<file path="src/rtl/pp_buf_pkg.sv">
// Shared types and elaboration helpers for the ping-pong block buffer.
package pp_buf_pkg;

    typedef enum logic {
        FREE = 1'b0,
        FULL = 1'b1
    } bank_state_t;

    localparam int NBANKS = 2;

    // One entry of the read return pipeline: which bank was read and whether
    // the address was inside the bank (out-of-range reads return zero).
    typedef struct packed {
        logic vld;
        logic bank;
        logic inr;
    } rd_tag_t;

    function automatic bit rd_latency_ok(input int lat);
        return (lat == 1) || (lat == 2);
    endfunction

endpackage

</file>
<file path="src/rtl/pp_block_buf_bank_ram.sv">
// One dual-port bank: synchronous write, registered read, optional second
// output register when two cycles of read latency are configured.
module bank_ram #(
    parameter int LINES         = 64,
    parameter int ADDRESS_WIDTH = 6,
    parameter int WORD_WIDTH    = 12,
    parameter int RD_LATENCY    = 1
) (
    input  logic                     clk,
    input  logic                     rst_n,
    input  logic                     we,
    input  logic [ADDRESS_WIDTH-1:0] waddr,
    input  logic [WORD_WIDTH-1:0]    wdata,
    input  logic                     re,
    input  logic [ADDRESS_WIDTH-1:0] raddr,
    output logic [WORD_WIDTH-1:0]    rdata
);

    logic [WORD_WIDTH-1:0] mem [LINES];
    logic [WORD_WIDTH-1:0] rd1_q;

    always_ff @(posedge clk) begin
        if (we) begin
            mem[waddr] <= wdata;
        end
    end

    // Output registers are reset so the top-level mux never sees X.
    always_ff @(posedge clk or negedge rst_n) begin
        if (!rst_n) begin
            rd1_q <= '0;
        end else if (re) begin
            rd1_q <= mem[raddr];
        end
    end

    if (RD_LATENCY == 2) begin : g_lat2
        logic [WORD_WIDTH-1:0] rd2_q;
        always_ff @(posedge clk or negedge rst_n) begin
            if (!rst_n) begin
                rd2_q <= '0;
            end else begin
                rd2_q <= rd1_q;
            end
        end
        assign rdata = rd2_q;
    end else begin : g_lat1
        assign rdata = rd1_q;
    end

endmodule

</file>
<file path="src/rtl/pp_block_buf.sv">
// Ping-pong block buffer: writer fills one bank while the reader randomly
// addresses the other; banks change hands through commit/release.
module pp_block_buf
    import pp_buf_pkg::*;
#(
    parameter int LINES         = 64,
    parameter int ADDRESS_WIDTH = 6,
    parameter int WORD_WIDTH    = 12,
    parameter int RD_LATENCY    = 1,
    parameter int AUTO_COMMIT   = 0
) (
    input  logic                     clk,
    input  logic                     rst_n,
    input  logic                     cs,
    input  logic                     wr,
    input  logic [ADDRESS_WIDTH-1:0] wr_add,
    input  logic [WORD_WIDTH-1:0]    wr_data,
    input  logic                     wr_last,
    output logic                     wr_ready,
    input  logic                     rd,
    input  logic [ADDRESS_WIDTH-1:0] rd_add,
    input  logic                     rd_last,
    output logic                     rd_avail,
    output logic [WORD_WIDTH-1:0]    rd_data,
    output logic                     rd_valid,
    output logic                     err_ovf,
    output logic                     err_unf,
    output logic                     wr_bank,
    output logic                     rd_bank
);

    if (!rd_latency_ok(RD_LATENCY)) begin : g_bad_latency
        $error("pp_block_buf: RD_LATENCY must be 1 or 2");
    end
    if (LINES > (2 ** ADDRESS_WIDTH)) begin : g_bad_lines
        $error("pp_block_buf: LINES exceeds address space");
    end

    localparam logic [ADDRESS_WIDTH:0]   LINES_W  = (ADDRESS_WIDTH + 1)'(LINES);
    localparam logic [ADDRESS_WIDTH-1:0] LAST_ADD = ADDRESS_WIDTH'(LINES - 1);

    bank_state_t [NBANKS-1:0] state_q, state_d;
    logic wr_bank_q, wr_bank_d;
    logic rd_bank_q, rd_bank_d;
    logic err_ovf_q, err_ovf_d;
    logic err_unf_q, err_unf_d;

    logic wr_in_range, rd_in_range;
    logic auto_last, commit, wr_acc;
    logic rd_acc, rd_release;

    assign wr_ready = (state_q[wr_bank_q] == FREE);
    assign rd_avail = (state_q[rd_bank_q] == FULL);

    assign wr_in_range = ({1'b0, wr_add} < LINES_W);
    assign rd_in_range = ({1'b0, rd_add} < LINES_W);

    assign auto_last  = (AUTO_COMMIT != 0) & wr & (wr_add == LAST_ADD);
    assign commit     = cs & wr_ready & (wr_last | auto_last);
    assign wr_acc     = cs & wr & wr_ready & wr_in_range;
    assign rd_acc     = cs & rd & rd_avail;
    assign rd_release = cs & rd_last & rd_avail;

    // Commit and release never target the same bank: the writer only holds
    // FREE banks and the reader only FULL ones.
    always_comb begin
        state_d   = state_q;
        wr_bank_d = wr_bank_q;
        rd_bank_d = rd_bank_q;
        err_ovf_d = err_ovf_q;
        err_unf_d = err_unf_q;
        if (commit) begin
            state_d[wr_bank_q] = FULL;
            wr_bank_d          = ~wr_bank_q;
        end
        if (rd_release) begin
            state_d[rd_bank_q] = FREE;
            rd_bank_d          = ~rd_bank_q;
        end
        if (cs && (wr || wr_last) && !wr_ready) begin
            err_ovf_d = 1'b1;
        end
        if (cs && (rd || rd_last) && !rd_avail) begin
            err_unf_d = 1'b1;
        end
    end

    always_ff @(posedge clk or negedge rst_n) begin
        if (!rst_n) begin
            for (int b = 0; b < NBANKS; b++) begin
                state_q[b] <= FREE;
            end
            wr_bank_q <= 1'b0;
            rd_bank_q <= 1'b0;
            err_ovf_q <= 1'b0;
            err_unf_q <= 1'b0;
        end else begin
            state_q   <= state_d;
            wr_bank_q <= wr_bank_d;
            rd_bank_q <= rd_bank_d;
            err_ovf_q <= err_ovf_d;
            err_unf_q <= err_unf_d;
        end
    end

    assign wr_bank = wr_bank_q;
    assign rd_bank = rd_bank_q;
    assign err_ovf = err_ovf_q;
    assign err_unf = err_unf_q;

    logic [NBANKS-1:0][WORD_WIDTH-1:0] bank_rdata;

    for (genvar b = 0; b < NBANKS; b++) begin : g_bank
        bank_ram #(
            .LINES         (LINES),
            .ADDRESS_WIDTH (ADDRESS_WIDTH),
            .WORD_WIDTH    (WORD_WIDTH),
            .RD_LATENCY    (RD_LATENCY)
        ) u_ram (
            .clk   (clk),
            .rst_n (rst_n),
            .we    (wr_acc && (wr_bank_q == 1'(b))),
            .waddr (wr_add),
            .wdata (wr_data),
            .re    (rd_acc && rd_in_range && (rd_bank_q == 1'(b))),
            .raddr (rd_add),
            .rdata (bank_rdata[b])
        );
    end

    // The tag pipeline remembers the source bank, so a read issued in the
    // release cycle still returns data from the bank just handed back.
    rd_tag_t [RD_LATENCY-1:0] vld_pipe;
    rd_tag_t                  rd_tag;
    rd_tag_t                  rd_tail;
    logic [WORD_WIDTH-1:0]    rd_word;
    logic [WORD_WIDTH-1:0]    rd_hold_q;

    assign rd_tag = '{vld: rd_acc, bank: rd_bank_q, inr: rd_in_range};

    always_ff @(posedge clk or negedge rst_n) begin
        if (!rst_n) begin
            vld_pipe <= '0;
        end else begin
            vld_pipe[0] <= rd_tag;
            for (int s = 1; s < RD_LATENCY; s++) begin
                vld_pipe[s] <= vld_pipe[s-1];
            end
        end
    end

    assign rd_tail  = vld_pipe[RD_LATENCY-1];
    assign rd_word  = rd_tail.inr ? bank_rdata[rd_tail.bank] : '0;
    assign rd_valid = rd_tail.vld;
    assign rd_data  = rd_tail.vld ? rd_word : rd_hold_q;

    always_ff @(posedge clk or negedge rst_n) begin
        if (!rst_n) begin
            rd_hold_q <= '0;
        end else if (rd_tail.vld) begin
            rd_hold_q <= rd_word;
        end
    end

endmodule

</file>
<file path="config.mk">
export PLATFORM = sky130hd
export DESIGN_NAME = pp_block_buf
export DESIGN_NICKNAME = d
export VERILOG_FILES = /design/src/rtl/pp_buf_pkg.sv /design/src/rtl/pp_block_buf_bank_ram.sv /design/src/rtl/pp_block_buf.sv
export SDC_FILE = /design/constraint.sdc
export NUM_CORES = 1
export LEC_CHECK = 0
export CORE_ASPECT_RATIO = 0.75
export CORE_MARGIN = 2
export CORE_UTILIZATION = 48
export CTS_CLUSTER_DIAMETER = 200
export CTS_CLUSTER_SIZE = 14
export DETAILED_ROUTE_END_ITERATION = 16
export GPL_TIMING_DRIVEN = 1
export PLACE_DENSITY = 0.63
export SLEW_MARGIN = 25
export SYNTH_ARGS = -nofsm -noshare
export SYNTH_HDL_FRONTEND = slang
export SYNTH_SLANG_ARGS = --single-unit
</file>
<file path="constraint.sdc">
create_clock -name clk -period 2.7 [get_ports clk]
set_input_delay 0.675 -clock clk [delete_from_list [all_inputs] [get_ports clk]]
set_output_delay 0.675 -clock clk [all_outputs]
set_load 0.02 [all_outputs]
</file>
==> impl_metrics.py <==
metrics = {
    "synth": {
        "ys_seq_area_share_pct": 77.13,
        "yosysMostFrequentCell": "edfxtp_1",
        "synth.yosys.warnings": 0,
        "syn_avg_cell_area_um2": 19.90,
        "yosysTopAreaCell": "edfxtp_1",
        "syn_nets": 3110,
        "synth_edf_count": 1536,
        "syn_area_um2": 61260,
        "synth.distinct_cells": 34,
        "synth-async-reset-ratio_pct": 2.846,
        "syn_inst": 3079,
        "netlist_top_cells_count": "edfxtp_1 (1536), mux2i_1 (469), mux4_2 (216)",
        "synthTopCellsByArea": "edfxtp_1 (75%), mux4_2 (7.9%), mux2i_1 (7.7%), a22oi_1 (2.4%), dfrtp_1 (1.8%)",
        "synth_top_area_share_pct": 75.29,
        "synth-main-ff-cell": "edfxtp_1",
        "synth_seq_cells": 1581,
    },
    "worst_setup_path": {
        "reg2regPathDepth": 4,
        "end_kind": "primary output",
        "cp.required_ns": 2.03,
        "path_class": "flop to primary output",
        "critical_path_arrival_ns": 2.03,
        "cp-start-kind": "flop",
        "r2r-end": "g_bank[1].u_ram.rdata[5]",
        "path_max_fanout": 12,
        "r2r_start": "g_bank[1].u_ram.mem[62][5]",
        "reg2reg_slack_ns": 0.48,
    },
    "floorplanning": {
        "start_util_pct": 48.36,
        "core_area_um2": 126700,
        "dieHeight_um": 313.4,
        "ioPinCount": 50,
        "fp.dieW_um": 416.5,
        "die_area_um2": 130500,
        "rows": 113,
    },
    "drt": {
        "wire_per_inst_um": 29.68,
        "drtIter0Drc": 3763,
        "via_per_inst": 6.065,
        "drt_pass1_iterations": 6,
        "route.detailed.drc": 0,
        "vias": 31513,
        "wl_um": 154200,
        "final_antenna_net_count": 0,
    },
    "power_and_ir_drop": {
        "pwr-share-seq_pct": 56.5,
        "internal_power_mw": 37.96,
        "switchingPower_mw": 11.11,
        "power_density_nw_per_um2": 692.3,
        "p_sw_share_pct": 22.65,
        "power_leakage_nw": 23.80,
        "combPwrFrac_pct": 8.6,
        "peakVddDrop_mv": 0.6327,
        "pwr-share-clk_pct": 35.0,
    },
    "min_path": {
        "min_to": "g_bank[0].u_ram.mem[12][4]",
        "min-delay-start": "wr_data[4]",
        "min_path_type": "primary input to flop",
        "min_path_cells": 1,
    },
    "sta": {
        "rsz0062_at_grt": "true",
        "setup_viol": 1,
        "slew_headroom_pct": 47.59,
        "hold_viol_final": 0,
        "worst_pin_slew_ns": 0.7861,
        "slew_viol_final": 0,
        "timing.final.ws_setup_ns": -0.003201,
        "min_period_over_period_pct": 100.1,
        "fmax_mhz": 369.9,
        "fin_skew_ns": 0.02851,
        "period_needed_ns": 2.703,
    },
    "finish": {
        "syn_to_final_growth_pct": 15.72,
        "nets": 3505,
        "drive_gt1_share_pct": 22.99,
        "final_cells": 5196,
    },
    "global_routing": {
        "grt_pass1_wl_um": 222500,
        "grt_usage_pct": 23.75,
        "grt_pass1_vias": 31456,
        "grt_max_degree": 129,
        "antenna_found_initial": 11,
        "grt_overflow_total": 0,
    },
    "place": {
        "place_ws_ns": -0.4622,
        "gp_congestion": 0.8478,
        "numPortBuffers": 49,
        "post-place-cells": 5004,
        "dpl.hpwl_um": 99370,
    },
    "clocking": {
        "cts_root_buf": "clkbuf_16",
        "clock_latency_ns": 0.75,
        "cts_buffer_depth": 3,
        "cts_buffers": 130,
        "cts.clk_slew.worst_paths_ns": 0.07,
        "cts_tree": "yes",
        "numClockSinks": 1581,
        "cts_max_level": 4,
    },
    "run_status": {
        "status": "finished, violations left",
        "violations": "negative setup slack",
    },
    "flow_run": {
        "cap_viol_max_count": 0,
    },
}
==> layout by cell type (no fill, tap or decap), types with 25 or more instances in the layout <==
master,count
a21oi_1,25
nand2_1,69
dfrtp_1,43
edfxtp_1,1536
mux4_2,216
mux2i_1,462
buf_12,100
a22oi_1,192
nor2_1,127
buf_4,313
clkbuf_1,46
nand3_1,101
clkbuf_16,134
==> power by group through the flow <==
stage / clock, mW / sequential (mW) / combinational, mW
CTS: 17.5 / 27.7 / 4.14
detailed placement: 0 / 28.2 / 4.08
finish: 17.2 / 27.7 / 4.21
global placement: 0 / 28.2 / 4.00
floorplan: 0 / 27.9 / 1.90
global route: 18.4 / 27.7 / 4.42
==> logic make-up (layout without fill, tap and decap cells) <==
| group | Yosys count | count (layout) | synth area share (%) |
|---|---|---|---|
| other cells | 1 | 3 | 0.006121 |
| compound gates | 262 | 262 | 3.062 |
| flops | 1581 | 1581 | 77.13 |
| buf+inv | 193 | 641 | 1.456 |
| mux | 686 | 686 | 15.62 |
| simple gates | 356 | 356 | 2.725 |
==> state kept, by name, indices dropped and copies added, names as in the netlist <==
signal              flops
g_bank.u_ram.mem     1536
g_bank.u_ram.rdata     24
rd_hold_q              12
rd_tail                 2
state_q                 2
err_ovf                 1
err_unf                 1
rd_bank                 1
rd_valid                1
wr_bank                 1
==> routing by layer <==
| layer | vias up | GRT usage (%) | wire length, µm |
|---|---|---|---|
| li1 | 13335 | - | - |
| met1 | 16565 | 35.03 | 64880 |
| met2 | 1399 | 36.70 | 72420 |
| met3 | 212 | 3.824 | 12900 |
| met4 | 2 | 7.576 | 4028 |
| met5 | - | 0 | 13 |
==> worst max-delay path: stages, from the launching register on <==
cell and delay [ns]:
dfrtp_1 0.38, buf_12 0.17, buf_4 0.14, mux2i_4 0.29, o22ai_2 0.11, buf_4 0.18
==> timing repair <==
| item | CTS | global route |
|---|---|---|
| buffers inserted | 0 | 4 |
| pin swaps | 0 | 0 |
| setup endpoints to repair | 17 | 9 |
| gates cloned | 0 | 0 |
| hold endpoints to repair | 0 | 33 |
| gates resized for setup | 66 | 17 |
| hold buffers | 0 | 1 |
==> stage by stage <==
stage	power, mW	instance area, µm²	setup TNS, ns	utilization [%]	hold slack [ns]
finish	49.08	70890	-0.003201	55.96	0.3472
global route	50.48	70890	-0.2474	55.96	0.3472
global placement	32.16	67180	-75.67	53.03	0.4664
detailed placement	32.24	67180	-71.01	53.03	0.4745
floorplan	29.82	61280	-16.32	-	0.3794
CTS	49.28	70810	-0.4626	55.89	0.1041
==> worst max path at each step <==
stage / end / cells after the start / slack (ns) / from
final: rd_data[9] / 5 / -0.003 / rd_tail[1]
after global routing: rd_data[9] / 5 / -0.05 / rd_tail[1]
after CTS: rd_data[6] / 5 / -0.15 / rd_tail[1]
after detailed placement: g_bank[1].u_ram.rdata[11] / 8 / -0.46 / rd_add[2]
after global placement: g_bank[1].u_ram.rdata[11] / 8 / -0.42 / rd_add[2]
after floorplan: g_bank[0].u_ram.mem[60][0] / 5 / -0.06 / cs
==> cell type report <==
cell class / count / area (µm²)
well taps: 1667 / 2086
clock buffers: 180 / 3526
fillers: 9420 / 55790
flip-flops and latches: 1581 / 47250
clock inverters: 5 / 51.30
diodes: 2 / 5.005
repair buffers: 444 / 4652
multi-input cells: 1305 / 13270
inverters: 12 / 45.04
No activity file was read; power rests on OpenSTA's default activity.
